[src/rtl/layer_compositor_pkg.sv]
// Shared types and helpers for the layer compositor.
//   rgb_t       : packed {r,g,b} pixel at the reference channel width
//   WHITE/BLACK : all-ones / all-zeros pixel constants
//   prio_t      : result of the priority pick (valid + winning index)
//   prio_select : lowest set index of an on-vector (index 0 wins)
package layer_compositor_pkg;

    localparam int unsigned COLOR_W_PKG = 4;
    localparam int unsigned MAX_LAYERS  = 8;
    localparam int unsigned IDX_W       = 3;
    localparam int unsigned CNT_W       = 8;

    typedef struct packed {
        logic [COLOR_W_PKG-1:0] r;
        logic [COLOR_W_PKG-1:0] g;
        logic [COLOR_W_PKG-1:0] b;
    } rgb_t;

    localparam rgb_t WHITE = '1;
    localparam rgb_t BLACK = '0;

    typedef enum logic {
        BLINK_HIDDEN  = 1'b0,
        BLINK_VISIBLE = 1'b1
    } blink_phase_e;

    typedef struct packed {
        logic             valid;
        logic [IDX_W-1:0] idx;
    } prio_t;

    // Lowest set bit wins; scanning from the top lets lower indices overwrite.
    function automatic prio_t prio_select(input logic [MAX_LAYERS-1:0] on_vec);
        prio_t p;
        p = '0;
        for (int i = int'(MAX_LAYERS) - 1; i >= 0; i--) begin
            if (on_vec[i]) begin
                p.valid = 1'b1;
                p.idx   = IDX_W'(i);
            end
        end
        return p;
    endfunction

endpackage

[src/rtl/layer_compositor_if.sv]
// Pixel bus between the ROM readers / DAC pins and the compositor.
//   blank, bg_rgb, layer_on, layer_rgb : pixel inputs (driven by master)
//   Red, Green, Blue, blank_out        : composited pixel (driven by slave)
interface layer_compositor_if #(
    parameter int unsigned NUM_LAYERS = 4,
    parameter int unsigned COLOR_W    = 4
) ();

    logic                              blank;
    logic [3*COLOR_W-1:0]              bg_rgb;
    logic [NUM_LAYERS-1:0]             layer_on;
    logic [NUM_LAYERS*3*COLOR_W-1:0]   layer_rgb;
    logic [COLOR_W-1:0]                Red;
    logic [COLOR_W-1:0]                Green;
    logic [COLOR_W-1:0]                Blue;
    logic                              blank_out;

    modport master (
        output blank, bg_rgb, layer_on, layer_rgb,
        input  Red, Green, Blue, blank_out
    );

    modport slave (
        input  blank, bg_rgb, layer_on, layer_rgb,
        output Red, Green, Blue, blank_out
    );

endinterface

[src/rtl/layer_compositor_fx_ctrl.sv]
// Per-layer hit-flash controller.
//   vga_clk, Reset : clock, synchronous active-high reset
//   frame_tick     : frame start pulse (decrements a running count)
//   flash_trig     : hit pulse (reloads the count, wins over frame_tick)
//   flash_active   : count is nonzero
//   flash_phase    : LSB of the count; 1 selects white
module layer_fx_ctrl
    import layer_compositor_pkg::*;
#(
    parameter int unsigned FLASH_FRAMES = 8
) (
    input  logic vga_clk,
    input  logic Reset,
    input  logic frame_tick,
    input  logic flash_trig,
    output logic flash_active,
    output logic flash_phase
);

    logic [CNT_W-1:0] cnt;
    logic [CNT_W-1:0] cnt_nxt;

    // Reload beats decrement; decrement saturates at zero.
    always_comb begin
        cnt_nxt = cnt;
        if (flash_trig) begin
            cnt_nxt = CNT_W'(FLASH_FRAMES);
        end else if (frame_tick && (cnt != '0)) begin
            cnt_nxt = cnt - CNT_W'(1);
        end
    end

    // Status flags are registered from the next count so they track cnt exactly.
    always_ff @(posedge vga_clk) begin
        if (Reset) begin
            cnt          <= '0;
            flash_active <= 1'b0;
            flash_phase  <= 1'b0;
        end else begin
            cnt          <= cnt_nxt;
            flash_active <= (cnt_nxt != '0);
            flash_phase  <= cnt_nxt[0];
        end
    end

endmodule

[src/rtl/layer_compositor.sv]
// Two-stage sprite layer compositor with enable, blink and hit-flash effects.
//   vga_clk, Reset : pixel clock, synchronous active-high reset
//   frame_tick     : frame start pulse (advances blink and flash counters)
//   layer_en       : static per-layer enable
//   blink_en       : per-layer blink mode
//   flash_trig     : per-layer hit pulse
//   flash_active   : per-layer flash in progress
//   pix            : pixel bus (inputs in, registered RGB + blank_out out)
module layer_compositor
    import layer_compositor_pkg::*;
#(
    parameter int unsigned NUM_LAYERS   = 4,
    parameter int unsigned COLOR_W      = 4,
    parameter int unsigned FLASH_FRAMES = 8,
    parameter int unsigned BLINK_HALF   = 16
) (
    input  logic                  vga_clk,
    input  logic                  Reset,
    input  logic                  frame_tick,
    input  logic [NUM_LAYERS-1:0] layer_en,
    input  logic [NUM_LAYERS-1:0] blink_en,
    input  logic [NUM_LAYERS-1:0] flash_trig,
    output logic [NUM_LAYERS-1:0] flash_active,
    layer_compositor_if.slave     pix
);

    localparam int unsigned PIX_W = 3 * COLOR_W;

    // Global blink timer shared by all layers.
    logic [CNT_W-1:0] blink_cnt;
    blink_phase_e     blink_vis;

    always_ff @(posedge vga_clk) begin
        if (Reset) begin
            blink_cnt <= '0;
            blink_vis <= BLINK_VISIBLE;
        end else if (frame_tick) begin
            if (blink_cnt >= CNT_W'(BLINK_HALF - 1)) begin
                blink_cnt <= '0;
                blink_vis <= (blink_vis == BLINK_VISIBLE) ? BLINK_HIDDEN : BLINK_VISIBLE;
            end else begin
                blink_cnt <= blink_cnt + CNT_W'(1);
            end
        end
    end

    // Flash state per layer.
    logic [NUM_LAYERS-1:0] flash_phase;

    for (genvar g = 0; g < int'(NUM_LAYERS); g++) begin : g_fx
        layer_fx_ctrl #(
            .FLASH_FRAMES (FLASH_FRAMES)
        ) u_fx (
            .vga_clk      (vga_clk),
            .Reset        (Reset),
            .frame_tick   (frame_tick),
            .flash_trig   (flash_trig[g]),
            .flash_active (flash_active[g]),
            .flash_phase  (flash_phase[g])
        );
    end

    // Stage 1: capture pixel data and fold enables/blink into one on-vector.
    logic [NUM_LAYERS-1:0]       eff_on_c;
    logic [NUM_LAYERS-1:0]       eff_on_q;
    logic [PIX_W-1:0]            bg_q;
    logic [NUM_LAYERS*PIX_W-1:0] layer_q;
    logic                        blank_q;

    assign eff_on_c = pix.layer_on & layer_en
                    & (~blink_en | {NUM_LAYERS{blink_vis == BLINK_VISIBLE}});

    always_ff @(posedge vga_clk) begin
        if (Reset) begin
            eff_on_q <= '0;
            bg_q     <= '0;
            layer_q  <= '0;
            blank_q  <= 1'b0;
        end else begin
            eff_on_q <= eff_on_c;
            bg_q     <= pix.bg_rgb;
            layer_q  <= pix.layer_rgb;
            blank_q  <= pix.blank;
        end
    end

    // Stage 2: priority pick, flash override, then blanking.
    prio_t            sel_c;
    logic [PIX_W-1:0] pix_c;

    always_comb begin
        sel_c = prio_select(MAX_LAYERS'(eff_on_q));
        pix_c = bg_q;
        for (int unsigned i = 0; i < NUM_LAYERS; i++) begin
            if (sel_c.valid && (sel_c.idx == IDX_W'(i))) begin
                if (flash_active[i] && flash_phase[i]) begin
                    pix_c = {PIX_W{1'b1}};
                end else begin
                    pix_c = layer_q[i*PIX_W +: PIX_W];
                end
            end
        end
        if (!blank_q) begin
            pix_c = '0;
        end
    end

    always_ff @(posedge vga_clk) begin
        if (Reset) begin
            pix.Red       <= '0;
            pix.Green     <= '0;
            pix.Blue      <= '0;
            pix.blank_out <= 1'b0;
        end else begin
            pix.Red       <= pix_c[3*COLOR_W-1:2*COLOR_W];
            pix.Green     <= pix_c[2*COLOR_W-1:COLOR_W];
            pix.Blue      <= pix_c[COLOR_W-1:0];
            pix.blank_out <= blank_q;
        end
    end

endmodule

[src/flat_wrapper.sv]
// flat-port wrapper written by rule: the top's interface ports become plain ports
module layer_compositor_flat import layer_compositor_pkg::*;
#(
    parameter int unsigned NUM_LAYERS   = 4,
    parameter int unsigned COLOR_W      = 4,
    parameter int unsigned FLASH_FRAMES = 8,
    parameter int unsigned BLINK_HALF   = 16
)
  (vga_clk, Reset, frame_tick, layer_en, blink_en, flash_trig, flash_active, pix_blank, pix_bg_rgb, pix_layer_on, pix_layer_rgb, pix_Red, pix_Green, pix_Blue, pix_blank_out);
  layer_compositor_if #(.NUM_LAYERS(NUM_LAYERS), .COLOR_W(COLOR_W)) pix_i ();
  input  logic vga_clk;
  input  logic Reset;
  input  logic frame_tick;
  input  logic [NUM_LAYERS-1:0] layer_en;
  input  logic [NUM_LAYERS-1:0] blink_en;
  input  logic [NUM_LAYERS-1:0] flash_trig;
  output logic [NUM_LAYERS-1:0] flash_active;
  input wire logic [$bits(pix_i.blank)-1:0] pix_blank;
  input wire logic [$bits(pix_i.bg_rgb)-1:0] pix_bg_rgb;
  input wire logic [$bits(pix_i.layer_on)-1:0] pix_layer_on;
  input wire logic [$bits(pix_i.layer_rgb)-1:0] pix_layer_rgb;
  output wire logic [$bits(pix_i.Red)-1:0] pix_Red;
  output wire logic [$bits(pix_i.Green)-1:0] pix_Green;
  output wire logic [$bits(pix_i.Blue)-1:0] pix_Blue;
  output wire logic [$bits(pix_i.blank_out)-1:0] pix_blank_out;
  assign pix_i.blank = pix_blank;
  assign pix_i.bg_rgb = pix_bg_rgb;
  assign pix_i.layer_on = pix_layer_on;
  assign pix_i.layer_rgb = pix_layer_rgb;
  assign pix_Red = pix_i.Red;
  assign pix_Green = pix_i.Green;
  assign pix_Blue = pix_i.Blue;
  assign pix_blank_out = pix_i.blank_out;
  layer_compositor #(.NUM_LAYERS(NUM_LAYERS), .COLOR_W(COLOR_W), .FLASH_FRAMES(FLASH_FRAMES), .BLINK_HALF(BLINK_HALF)) u_core (.vga_clk(vga_clk), .Reset(Reset), .frame_tick(frame_tick), .layer_en(layer_en), .blink_en(blink_en), .flash_trig(flash_trig), .flash_active(flash_active), .pix(pix_i));
endmodule
[config.mk]
export PLATFORM = sky130hd
export DESIGN_NAME = layer_compositor_flat
export DESIGN_NICKNAME = d
export VERILOG_FILES = /design/src/rtl/layer_compositor_pkg.sv /design/src/rtl/layer_compositor_if.sv /design/src/rtl/layer_compositor_fx_ctrl.sv /design/src/rtl/layer_compositor.sv /design/src/flat_wrapper.sv
export SDC_FILE = /design/constraint.sdc
export NUM_CORES = 1
export LEC_CHECK = 0
export BUFFER_PORTS_ARGS = -buffer_cell sky130_fd_sc_hd__buf_4
export CORE_MARGIN = 2
export CORE_UTILIZATION = 45
export DETAILED_ROUTE_END_ITERATION = 6
export PLACE_DENSITY = 0.74
export SKIP_LAST_GASP = 1
export SYNTH_ARGS = -nofsm -noshare
export SYNTH_HDL_FRONTEND = slang
export SYNTH_HIERARCHICAL = 1
export SYNTH_SLANG_ARGS = --single-unit
[constraint.sdc]
create_clock -name vga_clk -period 2.2 [get_ports vga_clk]
set_input_delay 0.33 -clock vga_clk [delete_from_list [all_inputs] [get_ports vga_clk]]
set_output_delay 0.33 -clock vga_clk [all_outputs]
set_load 0.02 [all_outputs]
# Word-level counts from Yosys, hierarchy flattened
# Cells that the tools add are included.
[op_classes]
n_addsub = 5
n_lt_le_gt_ge = 1
n_eq_ne = 3
muxes = 22
bitwise_logic = 5
reduce_logical = 23
[op_table]
columns = ["operator", "n"]
rows = [
  ["2-to-1 mux 12 bit", 8],
  ["2-to-1 mux 8 bit", 9],
  ["nonzero test 8 bit", 8],
  ["subtractor 8 x 1 -> 8 bit, second input constant", 4],
  ["2-to-1 mux 4 bit", 4],
  ["logical AND 1 bit", 12],
  ["adder 8 x 1 -> 8 bit, second input constant", 1],
  ["AND 4 bit", 2],
  [">= comparator 8 x 4 -> 1 bit, second input constant", 1],
  ["equality test 3 x 2 -> 1 bit, second input constant", 2],
  ["inverter 4 bit", 1],
  ["bitwise OR 4 bit", 1],
  ["equality test 3 x 1 -> 1 bit, second input constant", 1],
  ["zero test 3 bit", 1],
  ["AND reduction 2 bit", 1],
  ["OR reduction 2 bit", 1],
  ["2-to-1 mux 1 bit", 1],
  ["inverter 1 bit", 1],
]
[totals]
reg_bits = 127
in_bits = 80
out_inout_bits = 17
elab_cells = 81

# Logic depth before layout (Yosys ltp)
# Gate-level depths: netlist of the first run.
[logic_depth]
depth_word = 10
mapped_depth = 7
mapped_depth_nobuf = 7

# Modules after synthesis
# Netlist of the first run, hierarchy kept.
[by_module_without_submodules]
columns = ["module", "n_inst", "cells_per_inst", "area_per_inst_um2"]
rows = [
  ["layer_compositor", 1, 271, 2857.7],
  ["layer_fx_ctrl", 4, 63, 570.5],
]

# Worst setup path after synthesis of the first run
# Ideal clock, no wire load.
[synth_path]
kind = "flip-flop to flip-flop"
startpoint = "register u_core.g_fx[0].u_fx.cnt[0]"
endpoint = "register u_core.g_fx[0].u_fx.flash_active"
setup_ps = 139
arrival_time_ps = 1733
path_slack_ps = 328
path_stages_with_launch = 8
path_buffers = 0
path_cell_list = "dfxtp_1 > inv_1 > ha_1 > or3b_2 > nor2_4 > nor3_2 > a2111oi_4 > a41oi_2"
[synth_between]
elab_chain_len = 5
elab_cells_between_ends = 6
[synth_rtl]
columns = ["element", "line", "text"]
rows = [
  ["start, declared", "layer_compositor_fx_ctrl.sv:20", "logic [CNT_W-1:0] cnt;"],
  ["start signal, assigned", "layer_compositor_fx_ctrl.sv:40", "cnt <= cnt_nxt;"],
  ["branches (longest 2 deep; another with subtractor 8 x 1 -> 8 bit)", "-", ""],
  ["2-to-1 mux 8 bit (*)", "layer_compositor_fx_ctrl.sv:28", "end else if (frame_tick && (cnt != '0)) begin"],
  ["2-to-1 mux 8 bit (*)", "layer_compositor_fx_ctrl.sv:26", "if (flash_trig) begin"],
  ["nonzero test 8 bit (*)", "layer_compositor_fx_ctrl.sv:41", "flash_active <= (cnt_nxt != '0);"],
  ["end signal, assigned", "layer_compositor_fx_ctrl.sv:41", ""],
  ["end, declared", "layer_compositor_fx_ctrl.sv:16", "output logic flash_active,"],
]
# Every way passes the cells marked *.
# A chain may end at the register's enable or synchronous reset.

# Worst setup path in the final report of the first run
[layout_path]
startpoint = "register u_core.g_fx[2].u_fx.cnt[0]"
endpoint = "register u_core.g_fx[2].u_fx.flash_active"
[layout_between]
elab_chain_len = 5
elab_cells_between_ends = 6
[layout_rtl]
columns = ["element", "line"]
rows = [
  ["start, declared", "layer_compositor_fx_ctrl.sv:20"],
  ["start signal, assigned", "layer_compositor_fx_ctrl.sv:40"],
  ["branches (longest 2 deep; another with subtractor 8 x 1 -> 8 bit)", "-"],
  ["2-to-1 mux 8 bit (*)", "layer_compositor_fx_ctrl.sv:28"],
  ["2-to-1 mux 8 bit (*)", "layer_compositor_fx_ctrl.sv:26"],
  ["nonzero test 8 bit (*)", "layer_compositor_fx_ctrl.sv:41"],
  ["end signal, assigned", "layer_compositor_fx_ctrl.sv:41"],
  ["end, declared", "layer_compositor_fx_ctrl.sv:16"],
]
# Marked as above.

==> results of run 1 <==
cells in the final DEF, fill, tap and decap left out, types with 5 or more instances in the layout:
cell	netlist	layout
nor3_1	16	16
mux2i_1	5	5
xnor2_1	9	9
nor2_1	65	65
o221ai_1	11	11
nor2b_1	70	70
o21ai_2	5	5
nor3_2	8	8
or4_1	8	8
inv_6	0	7
or2_2	8	8
a211oi_1	15	15
buf_4	1	106
o22ai_1	12	12
xor2_1	5	5
a21oi_1	16	16
o21ai_0	5	5
inv_1	13	13
dfxtp_1	123	123
ha_1	9	9
nand2_1	15	15
clkbuf_16	0	17
or4_4	5	5
flip-flops by register name, summed over array words and instances, names as in the netlist:
register / count
u_core/bg_q: 12
u_core/pix.Green: 4
u_core/blink_cnt: 8
u_core/pix.Blue: 4
u_core/blank_q: 1
u_core/pix.Red: 4
u_core/blink_vis: 1
u_core/g_fx.u_fx/cnt: 32
u_core/g_fx.u_fx/flash_active: 4
u_core/eff_on_q: 4
u_core/pix.blank_out: 1
u_core/layer_q: 48
cell families (layout without fill, tap and decap cells):
| family | count (synthesis) | in the layout | synth area share |
|---|---|---|---|
| adder cells (fa/ha/maj) | 9 | 9 | 0.0219 |
| AO/OA/AOI/OAI | 99 | 99 | 0.162 |
| flip-flops | 123 | 123 | 0.479 |
| AND/OR/NAND/NOR | 229 | 229 | 0.259 |
| multiplexers | 9 | 9 | 0.0185 |
| XOR/XNOR | 14 | 14 | 0.0239 |
| buffers and inverters | 40 | 155 | 0.0363 |
area by class of cell:
type                    instances  area, µm²
inverters                      17       63.8
well taps                     143        179
multi-input cells             360       2510
fillers                       930       4680
flip-flops and latches        123       2460
clock buffers                  17        425
clock inverters                15        151
repair buffers                106        796
worst max-delay path, delay by kind of cell (launching register included):
family | cells | cell delay [ns]
buffers and inverters | 1 | 0.12
adder cells (fa/ha/maj) | 1 | 0.21
AND/OR/NAND/NOR | 3 | 0.75
AO/OA/AOI/OAI | 2 | 0.49
flip-flops | 1 | 0.35
metrics by stage:
step	worst slack (ns)	cells	util	hold WS, ns	area (µm²)
after detailed placement	0.107	749	0.532	0.470	5990
after global routing	0.0385	781	0.585	0.115	6590
after CTS	0.0894	781	0.583	0.112	6570
final	0.143	781	0.585	0.122	6590
after floorplan	0.328	523	-	0.393	5140
after global placement	0.240	749	0.532	0.465	5990
worst max path at each step:
stage,start,endpoint,depth (start not counted)
after floorplan,u_core/g_fx[0].u_fx/cnt[0],u_core/g_fx[0].u_fx/flash_active,7
after global placement,u_core/g_fx[3].u_fx/cnt[0],u_core/g_fx[3].u_fx/flash_active,7
after detailed placement,u_core/g_fx[2].u_fx/cnt[0],u_core/g_fx[2].u_fx/flash_active,7
after CTS,u_core/g_fx[0].u_fx/cnt[0],u_core/g_fx[0].u_fx/flash_active,7
after global routing,u_core/g_fx[2].u_fx/cnt[0],u_core/g_fx[2].u_fx/flash_active,7
final,u_core/g_fx[2].u_fx/cnt[0],u_core/g_fx[2].u_fx/flash_active,7
metal layers:
layer  GRT usage  part of all wire  wire length [µm]  vias up
met5           0                 0                 0        -
met4      0.0758             0.016               185        0
met3      0.0541             0.059               693       22
met2       0.315              0.47              5540      163
met1       0.248              0.45              5320     1896
li1            -                 -                 -     2052
power by group through the flow:
stage | Sequential, µW | Combinational (µW) | Clock, µW
3_3_place_gp | 2460 | 807 | 0
4_1_cts | 2410 | 833 | 2720
6_report | 2420 | 840 | 2680
5_1_grt | 2430 | 915 | 2840
3_5_place_dp | 2460 | 826 | 0
2_1_floorplan | 2460 | 570 | 0
what timing repair did:
item,CTS,global route
endpoints found under the setup margin,0,4
gates resized for setup,0,4
hold buffers,0,0
==> run metrics, run 1 <==
pin count of the biggest net entering global routing 41; Data arrival, critical path 2.33 ns; share of power burned in combinational logic 0.142; gp weighted congestion 0.841; sequential power share 0.407; number of endpoints failing setup at the final stage 0; Hold Fails Final Rpt 0; max incr delay on CP 0.51 ns; commonest cells in the synthesized netlist dfxtp_1 (123), nor2b_1 (70), nor2_1 (65); insertion delay of the later-clocked pin in the worst-skew pair 0.41 ns; type of the worst setup path reg2reg; Register-to-Register Setup Slack 0.14 ns; number of diodes 0; leakage 0.00270 µW; fraction of power consumed by the clock network 0.451; Die Outline Area 12,300 µm²; global routing usage summed across all routing layers 0.195; data required time at the worst endpoint 2.47 ns; wire length of the first global-routing pass 19.3 mm; vias post-DR 4,133; post-synth top area cell dfxtp_1; achievable clock frequency 486 MHz; netlist area before placement 5140 µm²; Worst Setup Start Kind register; hold path startpoint pix_layer_rgb[0]; synthesized netlist net count 612; ordered list of cells on the worst path inv_1 -> ha_1 -> or3b_2 -> nor2_4 -> nor3_2 -> a2111oi_4 -> a41oi_2; clock tree from TritonCTS yes; Worst setup EP type register; Maximum Capacitance Violations 0; Max transition margin 0.580; RSZ-0062 raised after global routing no; total of buffers placed on input and output ports 96; HPWL after detailed placement 8.18 mm; maximum resistive drop on vdd 459 µV; worst-path fanout max 6; Worst Hold Path Cells 2; # rows 39; Synth Instances 523; average footprint of a synthesized cell 9.83 µm²; CTS buffer count 17; Placeable Area 11,300 µm²; number of DRC markers after the initial detailed-route iteration 240; fraction of layout cells with a size suffix above 1 0.307; drt pass-1 iters 5; number of H-tree levels 4; GRT Residual Overflow 0; number of clock sinks 123; outcome finished, final reports clean; ranking of synthesized cells by area dfxtp_1 (48%), nor2b_1 (8.5%), nor2_1 (4.7%), a211oi_1 (2.2%), ha_1 (2.2%); Routed Wire Length 11.7 mm; slowest cell on the critical path or3b_2; die boundary width 111 µm; post-route DRC violation count 0; most used standard cell by instance count after synthesis dfxtp_1; flops & latches, synth 123; wire per inst 15.0 µm; number of warnings printed during yosys synthesis 6; Max Buffers Root-to-Sink 2; switching power total 1590 µW; post-synth top area share 0.479; initial core utilization 0.456; number of distinct library cells after synthesis 53; setup TNS 0 ns; CTS clock-pin slew for the worst setup and hold paths 0.06 ns; Post-synth EDFFs 0; Final Power 5930 µW; portion of the clock cycle consumed by the worst path in the final layout 0.935; vias in the first global route 4,065; Reg2Reg Capture Point u_core/g_fx[2].u_fx/flash_active; area grow syn2layout 28.2%; clock tree root buffer cell clkbuf_16; worst-case hold path end point u_core/layer_q[0]; Tmin final 2.06 ns; Reg2Reg Depth 7; Synth async-reset ratio 0; areal power density over the cells 901 nW/µm²; Slew Viols, Final 0; Via density 5.29; worst r2r src u_core/g_fx[2].u_fx/cnt[0]; number of antenna violations at the first check in global routing 0; remaining antenna violation count 0; Total Nets Final 714; largest clock skew in the final design 0.00974 ns; portion of the post-synthesis area used by sequential elements 0.479; most common flop cell mapped by yosys dfxtp_1; postcts setup bufs 0; total internal power 4350 µW; die height 111 µm; fraction of power spent switching nets 0.268; slew at the pin closest to its max-slew limit 0.628 ns; number of top-level pins 97; path category of the worst min-delay check in2reg
(Power assumes the default switching activity.)
==> inputs of run 2 (changes only) <==
Settings changed: PLACE_DENSITY 0.74 to 0.77.
Clock period 2.2 ns to 1.7 ns, I/O delays scaled along.
==> run 2 against run 1 <==
  * The run now ends with negative setup slack left
  * Cell area increased by 13%
  * Critical endpoint unchanged
  * Critical path depth unchanged
  * Flip-flop and latch count did not move
  * Non-clock buffer count up 70
  * Largest power group unchanged
  * Combinational power rose by 82%
  * Sequential power grew 29%
  * Die area unchanged
==> run metrics, run 2 (synthesis gave the netlist of run 1 again) <==
Via density 5.30 (about the same); Util after Layout 0.661 (+0.0760); number of endpoints failing setup at the final stage 9 (+9); Max transition margin 0.715 (+0.135); pin count of the biggest net entering global routing 43 (+4.9%); vias post-DR 4,507 (+9.0%); vias in the first global route 4,613 (+13%); die height 111 µm (unchanged); Tmin final 1.83 ns (-0.230 ns); total of buffers placed on input and output ports 96 (unchanged); insertion delay of the later-clocked pin in the worst-skew pair 0.41 ns (about the same); ordered list of cells on the worst path inv_2 -> ha_4 -> nor3b_4 -> nor3_2 -> a221o_1 -> a2111oi_4 -> a41oi_2; Final Power 8190 µW (+38%); post-placement cell area 6520 µm² (+8.8%); CTS buffer count 17 (unchanged); data required time at the worst endpoint 1.97 ns (-0.50 ns); top register by number of flip-flops u_core/layer_q; CTS clock-pin slew for the worst setup and hold paths 0.06 ns (about the same); leakage 0.00310 µW (+15%); global routing usage summed across all routing layers 0.217 (+0.0217); number of top-level pins 97 (unchanged); path category of the worst min-delay check in2reg; die boundary width 111 µm (unchanged); number of diodes 0 (unchanged); outcome finished with violations; Worst Setup Start Kind register; achievable clock frequency 547 MHz (+13%); number of antenna violations at the first check in global routing 0 (unchanged); Die Outline Area 12,300 µm² (unchanged); Worst setup EP type register; clock tree root buffer cell clkbuf_16; most frequent cells in the layout buf_4 (167), dfxtp_1 (109), nor2b_1 (70), nor2_1 (64), clkbuf_16 (17); number of DRC markers after the initial detailed-route iteration 212 (-12%); most common library cell in the layout ignoring fill and taps buf_4; HPWL after detailed placement 9.12 mm (+12%); gp weighted congestion 0.915 (+8.8%); Routed Wire Length 14.0 mm (+19%); remaining antenna violation count 0 (unchanged); Maximum Capacitance Violations 0 (unchanged); max incr delay on CP 0.34 ns (-0.17 ns); Total Nets Final 784 (+9.8%); Placeable Area 11,300 µm² (unchanged); RSZ-0062 raised after global routing yes; number of H-tree levels 4 (unchanged); wire length of the first global-routing pass 21.7 mm (+12%); Hold Fails Final Rpt 0 (unchanged); Final Instance Area 7450 µm² (+13%); area occupied by multi-input gates 2780 µm² (+11%); number of flip-flops in the largest register 48 (unchanged); area grow syn2layout 44.9%; Slew Viols, Final 0 (unchanged); fraction of layout cells with a size suffix above 1 0.458 (+0.150); worst-path fanout max 3 (-3); clock tree from TritonCTS yes; Max Buffers Root-to-Sink 2 (unchanged); registers with the most flip-flops u_core/layer_q: 48 flops, u_core/g_fx.u_fx/cnt: 32 flops, u_core/bg_q: 12 flops; number of clock sinks 123 (unchanged); violated checks negative setup slack; Data arrival, critical path 2.09 ns (-0.24 ns); largest clock skew in the final design 0.0167 ns (+0.00700 ns); # rows 39 (unchanged); FF/Latch Area 2480 µm² (+0.81%); type of the worst setup path reg2reg; slew at the pin closest to its max-slew limit 0.427 ns (-0.201 ns); post-route DRC violation count 0 (unchanged); wire per inst 16.4 µm (+9.2%); slowest cell on the critical path a2111oi_4; maximum resistive drop on vdd 665 µV (+45%); drt pass-1 iters 4 (-1); filler instances 818 (-12%); initial core utilization 0.456 (unchanged); setup slack after layout -0.127 ns (-0.270 ns); GRT Residual Overflow 0 (unchanged); portion of the clock cycle consumed by the worst path in the final layout 1.07 (+0.140); areal power density over the cells 1100 nW/µm² (+22%)
## run 2: changes by cell type in the layout (fill, tap and decap cells not counted), sizes merged
cell	before	now
clkinvlp	2	0
clkinv	3	5
clkbuf	17	18
inv	26	25
buf	106	176
## run 2: power breakdown
group	switching, µW	internal (µW)	leakage [µW]
clock	1420	2110	0.000291
combinational	721	812	0.00179
sequential	87.8	3040	0.00102
## run 2: area by class of cell
type                    instances  share of cell area
clock buffers                  18              0.0590
clock inverters                14              0.0200
inverters                      17             0.00891
multi-input cells             360               0.373
flip-flops and latches        123               0.333
well taps                     143              0.0240
repair buffers                176               0.182
## run 2: worst max-delay path: cells and delay by family (launching register included)
| family | cells | cell delay [ns] |
|---|---|---|
| flops | 1 | 0.33 |
| compound gates | 3 | 0.83 |
| fa+ha+maj | 1 | 0.15 |
| buf+inv | 1 | 0.07 |
| simple gates | 2 | 0.31 |
## run 2: through the flow
stage | worst slack [ns] | setup TNS (ns) | hold slack, ns | cells
2_1_floorplan | -0.0247 | -0.0850 | 0.318 | 523
3_3_place_gp | -0.0718 | -0.210 | 0.468 | 806
3_5_place_dp | -0.187 | -0.500 | 0.469 | 806
4_1_cts | -0.107 | -0.552 | 0.0397 | 846
5_1_grt | -0.215 | -1.17 | 0.0417 | 851
6_report | -0.127 | -0.660 | 0.0470 | 851
## run 2: worst paths after layout
kind | startpoint | slack [ns] | to | depth (start not counted)
worst min-delay path | pix_bg_rgb[0] | 0.05 | u_core/bg_q[0] | 2
worst max register to register | u_core/g_fx[2].u_fx/cnt[1] | -0.13 | u_core/g_fx[2].u_fx/flash_active | 7
worst min register to register | u_core/layer_q[24] | 0.49 | u_core/pix.Blue[0] | 2
worst max-delay path | u_core/g_fx[2].u_fx/cnt[1] | -0.13 | u_core/g_fx[2].u_fx/flash_active | 7
## run 2: timing repair
action,4_1_cts,5_1_grt
endpoints found under the hold margin,0,0
setup buffers,8,6
endpoints found under the setup margin,4,18
pin swaps,24,35
hold buffers,0,0
gates resized for setup,18,41
## run 2: per-layer routing
metal | share of wire | up-vias | global-route usage
met5 | 0 | - | 0
met4 | 0.024 | 0 | 0.116
met3 | 0.046 | 34 | 0.0421
met2 | 0.51 | 137 | 0.374
met1 | 0.42 | 2153 | 0.254
li1 | - | 2183 | -
